[src/rtl/fp_pkg.sv]
// Shared types and constants for the 12-bit sample to 8-bit float converter.
package fp_pkg;

  localparam int IN_W_DEF  = 12;
  localparam int EXP_W_DEF = 3;
  localparam int SIG_W_DEF = 4;

  localparam logic [2:0] E_MAX   = 3'd7;
  localparam logic [3:0] SIG_MAX = 4'b1111;

  typedef enum logic [2:0] {
    ST_IDLE  = 3'd0,
    ST_ABS   = 3'd1,
    ST_NORM  = 3'd2,
    ST_ROUND = 3'd3,
    ST_DONE  = 3'd4
  } state_t;

  typedef struct packed {
    logic       sign;
    logic [2:0] exp;
    logic [3:0] sig;
  } float8_t;

endpackage

[src/rtl/fp_convert_sequencer_twoCompToSignMag.sv]
// Two's-complement to sign/magnitude. The most negative code has no positive
// twin, so its magnitude saturates to the largest positive value.
module twoCompToSignMag #(
  parameter int W = 12
) (
  input  logic [W-1:0] i_data,
  output logic         o_sign,
  output logic [W-1:0] o_mag
);

  localparam logic [W-1:0] MOST_NEG = {1'b1, {(W-1){1'b0}}};
  localparam logic [W-1:0] MAX_POS  = {1'b0, {(W-1){1'b1}}};
  localparam logic [W-1:0] ONE      = {{(W-1){1'b0}}, 1'b1};

  // Sign is the msb; magnitude negates negative codes, clamping the most negative.
  always_comb begin
    o_sign = i_data[W-1];
    if (i_data == MOST_NEG) begin
      o_mag = MAX_POS;
    end else if (i_data[W-1]) begin
      o_mag = ~i_data + ONE;
    end else begin
      o_mag = i_data;
    end
  end

endmodule

[src/rtl/fp_convert_sequencer.sv]
// Multi-cycle sample-to-float converter: abs value, normalise one bit per
// cycle, round half up, then hold the result until the consumer takes it.
//
// state  | meaning
// IDLE   | in_ready high, waiting for in_valid
// ABS    | register sign and magnitude of the captured sample
// NORM   | shift magnitude left / decrement exponent until msb set or e==0
// ROUND  | round to SIG_W bits, handle carry-out and saturation
// DONE   | first cycle raises out_valid, then hold until out_ready
module fp_convert_sequencer
  import fp_pkg::*;
#(
  parameter int IN_W  = IN_W_DEF,
  parameter int EXP_W = EXP_W_DEF,
  parameter int SIG_W = SIG_W_DEF
) (
  input  logic             clk,
  input  logic             rst_n,
  input  logic [IN_W-1:0]  in_data,
  input  logic             in_valid,
  output logic             in_ready,
  output logic             out_sign,
  output logic [EXP_W-1:0] out_exp,
  output logic [SIG_W-1:0] out_sig,
  output logic             out_valid,
  input  logic             out_ready,
  output logic             out_sat,
  output logic             busy
);

  // Magnitude never uses bit IN_W-1, so the normalised leading one sits at IN_W-2.
  localparam int MSB_POS = IN_W - 2;
  localparam int RND_POS = MSB_POS - SIG_W;

  localparam logic [EXP_W-1:0] EXP_ONE = {{(EXP_W-1){1'b0}}, 1'b1};
  localparam logic [EXP_W-1:0] EXP_TOP = {EXP_W{1'b1}};
  localparam logic [SIG_W-1:0] SIG_HALF = {1'b1, {(SIG_W-1){1'b0}}};
  localparam logic [SIG_W-1:0] SIG_TOP  = {SIG_W{1'b1}};

  state_t            r_state;
  logic [IN_W-1:0]   r_data;
  logic              r_sign;
  logic [IN_W-1:0]   r_m;
  logic [EXP_W-1:0]  r_e;
  logic              r_in_ready;
  logic              r_busy;
  logic              r_out_valid;
  logic              r_out_sign;
  logic [EXP_W-1:0]  r_out_exp;
  logic [SIG_W-1:0]  r_out_sig;
  logic              r_out_sat;

  logic              w_abs_sign;
  logic [IN_W-1:0]   w_abs_mag;
  logic [SIG_W-1:0]  w_frac;
  logic              w_rbit;
  logic [SIG_W:0]    w_sum;
  logic              w_carry;
  logic              w_norm_done;

  twoCompToSignMag #(
    .W (IN_W)
  ) u_abs (
    .i_data (r_data),
    .o_sign (w_abs_sign),
    .o_mag  (w_abs_mag)
  );

  // Rounding datapath on the normalised magnitude.
  always_comb begin
    w_frac      = r_m[MSB_POS -: SIG_W];
    w_rbit      = r_m[RND_POS];
    w_sum       = {1'b0, w_frac} + {{SIG_W{1'b0}}, w_rbit};
    w_carry     = w_sum[SIG_W];
    w_norm_done = r_m[MSB_POS] || (r_e == '0);
  end

  // Sequencer FSM with registered handshake and result outputs.
  always_ff @(posedge clk or negedge rst_n) begin
    if (!rst_n) begin
      r_state     <= ST_IDLE;
      r_data      <= '0;
      r_sign      <= 1'b0;
      r_m         <= '0;
      r_e         <= '0;
      r_in_ready  <= 1'b1;
      r_busy      <= 1'b0;
      r_out_valid <= 1'b0;
      r_out_sign  <= 1'b0;
      r_out_exp   <= '0;
      r_out_sig   <= '0;
      r_out_sat   <= 1'b0;
    end else begin
      case (r_state)
        ST_IDLE: begin
          if (in_valid && r_in_ready) begin
            r_data     <= in_data;
            r_in_ready <= 1'b0;
            r_busy     <= 1'b1;
            r_state    <= ST_ABS;
          end
        end
        ST_ABS: begin
          r_sign  <= w_abs_sign;
          r_m     <= w_abs_mag;
          r_e     <= EXP_TOP;
          r_state <= ST_NORM;
        end
        ST_NORM: begin
          if (w_norm_done) begin
            r_state <= ST_ROUND;
          end else begin
            r_m <= r_m << 1;
            r_e <= r_e - EXP_ONE;
          end
        end
        ST_ROUND: begin
          r_out_sign <= r_sign;
          if (!w_carry) begin
            r_out_sig <= w_sum[SIG_W-1:0];
            r_out_exp <= r_e;
            r_out_sat <= 1'b0;
          end else if (r_e != EXP_TOP) begin
            r_out_sig <= SIG_HALF;
            r_out_exp <= r_e + EXP_ONE;
            r_out_sat <= 1'b0;
          end else begin
            r_out_sig <= SIG_TOP;
            r_out_exp <= EXP_TOP;
            r_out_sat <= 1'b1;
          end
          r_state <= ST_DONE;
        end
        ST_DONE: begin
          // out_ready only counts once out_valid is actually visible.
          if (!r_out_valid) begin
            r_out_valid <= 1'b1;
          end else if (out_ready) begin
            r_out_valid <= 1'b0;
            r_in_ready  <= 1'b1;
            r_busy      <= 1'b0;
            r_state     <= ST_IDLE;
          end
        end
        default: begin
          r_out_valid <= 1'b0;
          r_in_ready  <= 1'b1;
          r_busy      <= 1'b0;
          r_state     <= ST_IDLE;
        end
      endcase
    end
  end

  assign in_ready  = r_in_ready;
  assign busy      = r_busy;
  assign out_valid = r_out_valid;
  assign out_sign  = r_out_sign;
  assign out_exp   = r_out_exp;
  assign out_sig   = r_out_sig;
  assign out_sat   = r_out_sat;

endmodule

[config.mk]
export PLATFORM = sky130hd
export DESIGN_NAME = fp_convert_sequencer
export DESIGN_NICKNAME = d
export VERILOG_FILES = /design/src/rtl/fp_pkg.sv /design/src/rtl/fp_convert_sequencer_twoCompToSignMag.sv /design/src/rtl/fp_convert_sequencer.sv
export SDC_FILE = /design/constraint.sdc
export NUM_CORES = 1
export LEC_CHECK = 0
export CAP_MARGIN = 20
export CORE_ASPECT_RATIO = 2
export CORE_MARGIN = 2
export CORE_UTILIZATION = 56
export DETAILED_ROUTE_END_ITERATION = 16
export GPL_TIMING_DRIVEN = 1
export PLACE_DENSITY_LB_ADDON = 0.08
export SYNTH_ARGS = -nofsm -noshare
export SYNTH_HDL_FRONTEND = slang
export SYNTH_HIERARCHICAL = 1
export SYNTH_SLANG_ARGS = --single-unit
[constraint.sdc]
create_clock -name clk -period 2.5 [get_ports clk]
set_input_delay 0.625 -clock clk [delete_from_list [all_inputs] [get_ports clk]]
set_output_delay 0.625 -clock clk [all_outputs]
set_load 0.02 [all_outputs]
==> results of run 1 <==
-- metrics by stage --
step,power [W],worst slack (ps),utilization [%]
after CTS,0.00378,187,66.5
after detailed placement,0.00333,191,64.3
after global routing,0.00404,42.7,66.5
after floorplan,0.00293,258,-
final,0.00375,197,66.5
after global placement,0.00324,248,64.3
-- area by class of cell --
class | count | area [um^2] | share of cell area [%]
clock buffer | 7 | 86.3 | 3.18
clock inverter | 1 | 5.00 | 0.184
inverter | 7 | 26.3 | 0.966
multi-input combinational | 146 | 1200 | 44.0
sequential | 42 | 1050 | 38.7
tap | 52 | 65.1 | 2.39
timing repair buffer | 30 | 288 | 10.6
-- metal layers --
metal / global-route usage [%] / routed length (um) / vias up
met5: 0 / 0 / -
met4: 7.41 / 61 / 0
met3: 3.42 / 89 / 5
met2: 38.3 / 2410 / 23
met1: 21.8 / 1600 / 790
li1: - / - / 770
-- sequential cells by signal, summed over array words and instances (netlist names) --
signal / flops
r_data: 12
r_m: 11
out_sig: 4
out_exp: 3
r_e: 3
r_state: 3
busy: 1
in_ready: 1
out_sat: 1
out_sign: 1
out_valid: 1
r_sign: 1
-- report_power, final --
part | internal (W) | total [W] | leakage (nW) | switching [W]
clock | 0.000223 | 0.000445 | 0.0482 | 0.000222
combinational | 0.00113 | 0.00194 | 0.675 | 0.000808
sequential | 0.00100 | 0.00137 | 0.510 | 0.000362
-- worst reg2reg max path: cells and delay by family, from the launching register on --
| kind | cells | cell delay, ps |
|---|---|---|
| and+or+nand+nor | 2 | 570 |
| adders and majority gates | 1 | 170 |
| buffers and inverters | 1 | 90 |
| AOI/OAI and AO/OA | 1 | 260 |
| xor gates and xnor gates | 1 | 170 |
| muxes | 2 | 510 |
| DFF | 1 | 410 |
-- worst max-delay path by stage --
stage | slack (ps) | cells after the start | endpoint
after global placement | 250 | 8 | r_m[6]
after floorplan | 260 | 9 | r_m[6]
after CTS | 190 | 8 | r_m[6]
after global routing | 40 | 8 | r_m[6]
after detailed placement | 190 | 8 | r_m[6]
final | 200 | 8 | r_m[6]
==> key figures, run 1 <==
Finish
  – Layout cells sized above 1: 23.6%
  – Diode count: 0
  – Most frequent cells in the layout: dfrtp_1, nand2_1, clkdlybuf4s50_1
  – Final Cell Area: 2720 um^2
  – Synth-to-Final Area Change: 15.1%
  – Final Net Count: 254
  – Post-route non-filler standard cell count: 285
  – Fillers: 321
  – Commonest non-fill, non-tap cell in the layout: dfrtp_1

Detailed routing
  – Total number of vias: 1588
  – Average wire per standard cell: 14.6 um
  – Drt pass-1 iters: 4
  – Vias per cell: 5.57
  – Antenna-violating nets left: 0
  – Routed Wire Length: 4160 um
  – DRC Markers: 0
  – Initial drt markers: 25

Outcome
  – Status: finished, final reports clean

GRT
  – GR Util All Layers: 20.1%
  – First-pass GRT wire length: 7330 um
  – Initial antenna violation count: 0
  – GRT overflow: 0
  – Pin count of the biggest net entering global routing: 20
  – Vias in the first global route: 1631

Clocking
  – Clock tree buffer depth: 2
  – Clk_lat worst skew: 290 ps
  – Clock Sinks: 42
  – Hold buffers post-CTS: 0
  – CTS tree: done
  – H-tree levels: 2
  – Clk slew on worst S/H paths: 80 ps
  – Total CTS buffers: 5
  – Post-CTS Resized: 0
  – Clk root buf: clkbuf_8
  – Postcts setup bufs: 0

Timing
  – Pins Over Slew Limit: 0
  – Final period util: 92.1%
  – Slew @ Worst Pin: 602 ps
  – Final hold violation count: 0
  – Final setup fails: 0
  – F_max: 434 MHz
  – Fin crit period: 2300 ps
  – RSZ-0062 raised after global routing: false
  – Final hold slack: 212 ps
  – Post-route setup TNS: 0 ps
  – Slew HR: 59.9%
  – Worst Skew: 5.38 ps

Power and ir drop
  – Power density over the cells: 1380 nW/um^2
  – P_leak: 1.23 nW
  – Max IR drop VDD: 0.000748 V

Critical path
  – Required @ worst endpoint: 2680 ps
  – Worst setup SP type: register
  – Worst EP arrival: 2480 ps
  – RR Endpoint: r_m[6]
  – CP top delay family: simple AND/OR/NAND/NOR gates
  – Worst-path cell chain: inv_1 -> ha_1 -> or3b_2 -> o31ai_1 -> xor2_1 -> nand2_1 -> mux2_4 -> mux2_4
  – Critical path fanouts, max: 5
  – Worst r2r path cells: 8
  – R2R setup slack: 200 ps
  – Number of buffers and inverters on the critical path: 1
  – Most frequent CP cell: mux2_4
  – Crit Path Class: register to register
  – RR Startpoint: r_data[0]
  – Worst setup path startpoint: r_data[0]
  – Endpoint type of the worst setup path: register
  – Slowest CP cell: or3b_2
  – CP peak stage delay: 510 ps

Die
  – IO Count: 28
  – Die Ht: 95.9 um
  – Starting Density: 57.8%
  – Die span in x: 49.9 um
  – Core area: 4090 um^2
  – Row Count: 33
  – Die ar.: 4790 um^2

Placement
  – Buffers on Ports: 27
  – Placed instance area: 2630 um^2
  – Routability cong.: 0.822
  – DP HPWL: 3190 um
  – # placed instances: 277

Yosys
  – Syn Inst Count: 207
  – Post-Syn Area: 2360 um^2
  – Mapped Nets: 229
  – Yosys Warn Count: 6
  – Mean post-synth cell area: 11.4 um^2

Job
  – Max-cap violation count: 0

Min path
  – Worst hold path class: primary input to async pin
No activity file was read; power rests on OpenSTA's default activity.
==> run 2: changes to the inputs <==
--- a/config.mk
+++ b/config.mk
@@ -11,6 +11,7 @@
 export CORE_UTILIZATION = 56
 export DETAILED_ROUTE_END_ITERATION = 16
 export GPL_TIMING_DRIVEN = 1
+export MAX_ROUTING_LAYER = met4
 export PLACE_DENSITY_LB_ADDON = 0.08
 export SYNTH_ARGS = -nofsm -noshare
 export SYNTH_HDL_FRONTEND = slang
==> run 2 against run 1 <==
  * Design area unchanged
  * Final cell count is the same
  * Clock skew is 0.66 ps lower
  * Sequential share of layout area unchanged
  * Critical path type unchanged
==> key figures, run 2 (same netlist as run 1, synthesis figures left out) <==
Detailed routing
  – Vias per cell: 5.56
  – Drt pass-1 iters: 4
  – DRC Markers: 0
  – Initial drt markers: 25
  – Routed Wire Length: 4140 um
  – Total number of vias: 1584
  – Antenna-violating nets left: 0
  – Average wire per standard cell: 14.5 um

GRT
  – First-pass GRT wire length: 7320 um
  – Met2 usage: 38.3%
  – Grt peak-use layer: met2
  – Vias in the first global route: 1634
  – M3 GR Usage: 3.42%
  – Initial antenna violation count: 0
  – GRT met1 Usage: 21.8%
  – GR Util All Layers: 20.7%
  – Pin count of the biggest net entering global routing: 20
  – GRT overflow: 0

Critical path
  – Worst r2r path cells: 8
  – Critical Path Stages: 8
  – Endpoint type of the worst setup path: register
  – Worst EP arrival: 2480 ps
  – Worst setup SP type: register
  – R2R setup slack: 200 ps
  – Slowest CP cell: or3b_2
  – RR Startpoint: r_data[0]
  – Worst-path cell chain: inv_1 -> ha_1 -> or3b_2 -> o31ai_1 -> xor2_1 -> nand2_1 -> mux2_4 -> mux2_4
  – Most frequent CP cell: mux2_4
  – CP top delay family: simple AND/OR/NAND/NOR gates
  – Number of buffers and inverters on the critical path: 1
  – Worst setup path startpoint: r_data[0]
  – End of the critical path: r_m[6]
  – Critical path fanouts, max: 5
  – Crit Path Class: register to register
  – Required @ worst endpoint: 2680 ps
  – RR Endpoint: r_m[6]
  – CP peak stage delay: 510 ps

Finish
  – Multi-input combinational cell area: 1200 um^2
  – Most frequent cells in the layout: dfrtp_1, nand2_1, clkdlybuf4s50_1
  – Diode count: 0
  – Fillers: 321
  – Largest Register: r_data
  – Largest register FFs: 12
  – Layout cells sized above 1: 23.6%
  – Seq. cell area: 1050 um^2
  – Final Net Count: 254
  – Commonest non-fill, non-tap cell in the layout: dfrtp_1
  – Synth-to-Final Area Change: 15.1%

Power and ir drop
  – Power density over the cells: 1380 nW/um^2
  – Max IR drop VDD: 0.000742 V
  – P_leak: 1.23 nW
  – Power Total: 0.00374 W

Timing
  – Final period util: 92.2%
  – Worst Skew: 4.72 ps
  – F_max: 434 MHz
  – Post-route setup TNS: 0 ps
  – Pins Over Slew Limit: 0
  – Final hold violation count: 0
  – Fin crit period: 2300 ps
  – RSZ-0062 raised after global routing: false
  – Final setup fails: 0
  – Slew HR: 60.0%
  – Slew @ Worst Pin: 601 ps

Die
  – Die ar.: 4790 um^2
  – Starting Density: 57.8%
  – Core area: 4090 um^2
  – Die span in x: 49.9 um
  – Die Ht: 95.9 um
  – Row Count: 33
  – IO Count: 28

Clocking
  – CTS tree: done
  – H-tree levels: 2
  – Clock tree buffer depth: 2
  – Clk root buf: clkbuf_8
  – Postcts setup bufs: 0
  – Clk_lat worst skew: 290 ps
  – Post-CTS Resized: 0
  – Hold buffers post-CTS: 0
  – Clock Sinks: 42
  – Clk slew on worst S/H paths: 80 ps
  – Total CTS buffers: 5

Min path
  – Worst hold path class: primary input to async pin

Placement
  – Routability cong.: 0.834
  – Buffers on Ports: 27
  – DP HPWL: 3190 um

Job
  – Max-cap violation count: 0

Outcome
  – Status: finished, final reports clean
## run 2: cell counts in the layout (fill, tap and decap cells not counted)
Identical to the previous run, type by type.
## run 2: stage by stage
step                      util [%]  std cells  hold slack, ps  area (um^2)  setup slack (ps)
final                         66.5        285             211         2720               196
after global routing          66.5        285             230         2720              42.7
after CTS                     66.5        285             226         2720               187
after detailed placement      64.3        277             466         2630               191
after global placement        64.3        277             461         2630               248
after floorplan                  -        207             329         2360               258
## run 2: worst register-to-register path, stage by stage (launching register included)
cell and delay [ps]:
dfrtp_1 410, inv_1 90, ha_1 170, or3b_2 510, o31ai_1 260, xor2_1 170
nand2_1 60, mux2_4 260, mux2_4 250
## run 2: cell type report
type	instances	area share (%)
repair buffers	30	10.6
flip-flops and latches	42	38.7
clock buffers	7	3.18
clock inverters	1	0.184
inverters	7	0.966
multi-input cells	146	44.0
well taps	52	2.39
## run 2: power breakdown
| group | internal (W) | switching, W |
|---|---|---|
| registers | 0.00100 | 0.000361 |
| logic | 0.00113 | 0.000805 |
| clock network | 0.000223 | 0.000222 |
| total | 0.00236 | 0.00139 |
## run 2: worst min-delay path by stage
stage	from	endpoint	slack (ps)	depth (start not counted)
2_1_floorplan	rst_n	busy	330	0
3_3_place_gp	out_sig[2]	out_sig[2]	460	2
3_5_place_dp	r_sign	r_sign	470	2
4_1_cts	rst_n	out_exp[2]	230	1
5_1_grt	rst_n	out_exp[2]	230	1
6_report	rst_n	out_exp[2]	210	1
## run 2: routing by layer
| layer | up-vias | share of wire, % |
|---|---|---|
| met5 | - | 0 |
| met4 | 0 | 1.5 |
| met3 | 5 | 2.3 |
| met2 | 23 | 58 |
| met1 | 786 | 38 |
| li1 | 770 | - |
==> variant 1, RTL diff (settings of run 1) <==
Change the package constant `EXP_W_DEF` from 3 to 5.
--- a/src/rtl/fp_pkg.sv
+++ b/src/rtl/fp_pkg.sv
@@ -4,3 +4,3 @@
   localparam int IN_W_DEF  = 12;
-  localparam int EXP_W_DEF = 3;
+  localparam int EXP_W_DEF = 5;
   localparam int SIG_W_DEF = 4;
Interface: changed (resized out_exp); port bits go from 28 to 30. The function was not compared with the original's and may differ.
==> variant 1 against run 1 <==
Power is 0.87% lower; critical path depth stayed put; sequential cell count is 4 higher; core utilization is 0.19 points lower; clock power is 5.8% higher; sequential share of layout area is 2.1 points higher; via count is 13% higher; fmax is 8.7% higher; setup slack better by 0.18 ns; routed wire length is 18% higher; count of clock-buffer cells in the layout stayed put; area after synthesis is 3.0% higher; cell count is 7.7% higher; cell area is 3.8% higher; critical endpoint is now r_m[1]$_DFFE_PN0P_; largest power group unchanged.
==> variant 1: results <==
{
  "r2r_slack_ns": 0.38,
  "sw_frac_of_total": 0.3990,
  "globalplace.congestion": 0.8347,
  "r2r_end": "r_m[1]$_DFFE_PN0P_",
  "drtPass1Iterations": 4,
  "fin_worst_skew_ns": 0.005067,
  "wl_per_cell_um": 16.07,
  "cp.arrival_ns": 2.36,
  "groute.usage.overall": 0.2290,
  "final_cells": 307,
  "outcome": "complete, no violations",
  "ir_drop_v": 0.0007685,
  "top_regs": "r_data: 12 flops, r_m: 11 flops",
  "cp_max_fo": 9,
  "grt_max_degree": 47,
  "reg2reg_from": "r_data[0]$_DFFE_PN0P_",
  "slew_headroom": 0.5808,
  "viasPerCell": 5.834,
  "synth_nets": 249,
  "drive_above_1_share": 0.1621,
  "grt_pass1_wl_um": 8735,
  "hold_class": "primary input to async pin",
  "fillers": 364,
  "dp_hpwl_um": 3408,
  "place_inst": 299,
  "root_buffer": "clkbuf_8",
  "netlist_instances": 228,
  "final_nets": 273,
  "antennaDiodeCount": 0,
  "portBuffers": 29,
  "cts_setup_buffers": 0,
  "grt_pass1_vias": 1789,
  "drt_iter0_drc": 45,
  "p_leak_nw": 1.185
}
-- variant 1: cell count changes in the layout (fill, tap and decap cells not counted), sizes merged, moves of 4 or more --
cell / run 1 / this run
dfrtp: 41 / 45
mux2: 31 / 14
o32a: 0 / 9
nor2: 8 / 13
o21a: 2 / 11
nand2: 29 / 24
-- variant 1: critical path, stage by stage, from the launching register on --
cell and delay, ns:
dfrtp_1 0.41, inv_1 0.08, ha_1 0.17, or3b_2 0.53, nor3_2 0.18, nand3_2 0.21
o211ai_1 0.21, o32a_1 0.17, o21a_1 0.11
-- variant 1: through the flow --
step / hold WS, ns / worst slack [ns] / total power [W] / cell area, µm²
after floorplan: 0.3294 / 0.5292 / 0.002730 / 2434
after global routing: 0.4510 / 0.2091 / 0.004002 / 2821
after CTS: 0.4307 / 0.3935 / 0.003733 / 2821
after global placement: 0.4635 / 0.2910 / 0.003182 / 2730
final: 0.4016 / 0.3819 / 0.003715 / 2821
after detailed placement: 0.4748 / 0.2187 / 0.003254 / 2730
-- variant 1: cell type report --
type,instances,area (µm²),area share
Sequential cell,46,1152,0.4084
Inverter,7,26.28,0.009313
Timing Repair Buffer,33,315.3,0.1118
Multi-Input combinational cell,159,1169,0.4142
Clock inverter,1,5.005,0.001774
Clock buffer,7,86.33,0.03060
Tap cell,54,67.56,0.02395
-- variant 1: power groups by stage --
stage	clock [W]	sequential, W	combinational, W
finish	0.000471	0.00150	0.00175
global route	0.000509	0.00157	0.00193
detailed placement	0	0.00151	0.00175
floorplan	0	0.00148	0.00125
global placement	0	0.00148	0.00170
CTS	0.000482	0.00149	0.00176
-- variant 1: how the worst max path moves through the flow --
stage,startpoint,end,slack (ns),cells past startpoint
2_1_floorplan,r_data[0]$_DFFE_PN0P_,r_m[6]$_DFFE_PN0P_,0.53,9
3_3_place_gp,in_valid,r_data[9]$_DFFE_PN0P_,0.29,4
3_5_place_dp,in_valid,r_data[6]$_DFFE_PN0P_,0.22,4
4_1_cts,r_data[0]$_DFFE_PN0P_,r_m[1]$_DFFE_PN0P_,0.39,8
5_1_grt,r_data[0]$_DFFE_PN0P_,r_m[1]$_DFFE_PN0P_,0.21,8
6_report,r_data[0]$_DFFE_PN0P_,r_m[1]$_DFFE_PN0P_,0.38,8
-- variant 1: layer usage --
layer | track usage | vias up | routed length [µm]
met5 | 0 | - | 0
li1 | - | 866 | -
met2 | 0.3775 | 23 | 2556
met3 | 0.04000 | 9 | 109
met4 | 0.08732 | 0 | 106
met1 | 0.2942 | 893 | 2159
==> variant 2, RTL diff (flow settings as in run 1) <==
Made on the original files. Reset style: synchronous (`rst_n`), changed in one clocked block.
--- a/src/rtl/fp_convert_sequencer.sv
+++ b/src/rtl/fp_convert_sequencer.sv
@@ -78,3 +78,3 @@
   // Sequencer FSM with registered handshake and result outputs.
-  always_ff @(posedge clk or negedge rst_n) begin
+  always_ff @(posedge clk) begin
     if (!rst_n) begin
Function: differs if rst_n is asserted again (counterexample within 4 cycles, from zero or initial values and one cycle with rst_n low); with rst_n held inactive, the same outputs for 10 cycles.
==> variant 2 against run 1 <==
Global-route usage grew 0.73 points; sequential share of layout area fell by 6.6 points; area after synthesis is 2.8% lower; sequential cell count is the same; setup slack improved by 0.033 ns; cell area decreased by 3.7%; routed wire length up 7.1%.
Power is not compared: it rests on default switching activity, and its combinational part moved more than twofold at a synthesized area within 25%.
==> variant 2: results <==
{
  "fin_worst_skew_ns": 0.005463,
  "synth_nets": 292,
  "drt_iter0_drc": 18,
  "cts_max_level": 2,
  "ir_drop_v": 0.0004602,
  "clkLatencyLatePin_ns": 0.29,
  "grt_pass1_wl_um": 7596,
  "antenna_found_initial": 0,
  "globalplace.congestion": 0.8252,
  "r2r_slack_ns": 0.23,
  "groute.usage.overall": 0.2086,
  "final_nets": 310,
  "cp.arrival_ns": 2.45,
  "largest_reg_flops": 12,
  "grt_max_degree": 23,
  "ctsHoldBuffers": 0,
  "wl_per_cell_um": 13.12,
  "grt_pass1_vias": 1755,
  "cts.path.max_buffers": 2,
  "drtPass1Iterations": 4,
  "reg2regPathDepth": 9,
  "r2r_end": "r_m[6]$_SDFFE_PN0P_",
  "critPathTopFamily": "simple AND/OR/NAND/NOR gates",
  "reg2reg_from": "r_data[0]$_SDFFE_PN0P_",
  "fillers": 358,
  "root_buffer": "clkbuf_8",
  "ctsResizeCount": 0,
  "drive_above_1_share": 0.1215,
  "worst_pin_slew_ns": 0.6009,
  "p_switching_w": 0.0005388,
  "min_from": "r_m[0]$_SDFFE_PN0P_",
  "outcome": "complete, no violations",
  "dp_hpwl_um": 3208,
  "viasPerCell": 5.482,
  "clk_pin_slew_ns": 0.08,
  "hold_class": "flop to flop",
  "cts_setup_buffers": 0,
  "worst-setup-path-type": "flop to flop"
}
## variant 2: layout make-up
cell class | count | share of cell area
multi-input cells | 203 | 0.4907
repair buffers | 30 | 0.1118
flip-flops and latches | 42 | 0.3211
inverters | 6 | 0.008600
well taps | 52 | 0.02484
clock buffers | 6 | 0.03153
clock inverters | 1 | 0.01147
## variant 2: worst min-delay path by stage
stage / endpoint / slack (ns) / depth (start not counted)
2_1_floorplan: r_m[1]$_SDFFE_PN0P_ / 0.43 / 2
3_3_place_gp: out_exp[0]$_SDFFE_PN0N_ / 0.44 / 2
3_5_place_dp: r_m[0]$_SDFFE_PN0P_ / 0.45 / 2
4_1_cts: r_m[0]$_SDFFE_PN0P_ / 0.46 / 2
5_1_grt: out_exp[0]$_SDFFE_PN0N_ / 0.49 / 2
6_report: r_m[0]$_SDFFE_PN0P_ / 0.46 / 2
## variant 2: stage by stage
step / setup slack [ns] / area [µm²] / std cells
after CTS: 0.2272 / 2619 / 340
after global placement: 0.3004 / 2506 / 333
final: 0.2305 / 2619 / 340
after floorplan: 0.3996 / 2297 / 270
after detailed placement: 0.2524 / 2506 / 333
after global routing: 0.1157 / 2619 / 340
## variant 2: metal layers
| metal | share of wire | up-vias | global-route usage | routed length, µm |
|---|---|---|---|---|
| li1 | - | 962 | - | - |
| met1 | 0.44 | 870 | 0.2337 | 1966 |
| met2 | 0.51 | 25 | 0.3604 | 2264 |
| met3 | 0.026 | 7 | 0.04430 | 114 |
| met4 | 0.025 | 0 | 0.1167 | 113 |
| met5 | 0 | - | 0 | 0 |
## variant 2: worst reg2reg max path: stages (launching register included)
cell and delay [ns]:
dfxtp_1 0.35, inv_1 0.10, ha_1 0.17, or3b_2 0.52
o31ai_1 0.27, xor2_1 0.18, nand2_1 0.06, or2b_2 0.28
o211ai_1 0.12, mux2i_1 0.10
## variant 2: power by group through the flow
stage	combinational, W	sequential [W]	clock, W
floorplan	0.000410	0.000798	0
global placement	0.000444	0.000821	0
detailed placement	0.000458	0.000825	0
CTS	0.000460	0.000809	0.000562
global route	0.000509	0.000820	0.000586
finish	0.000456	0.000811	0.000547
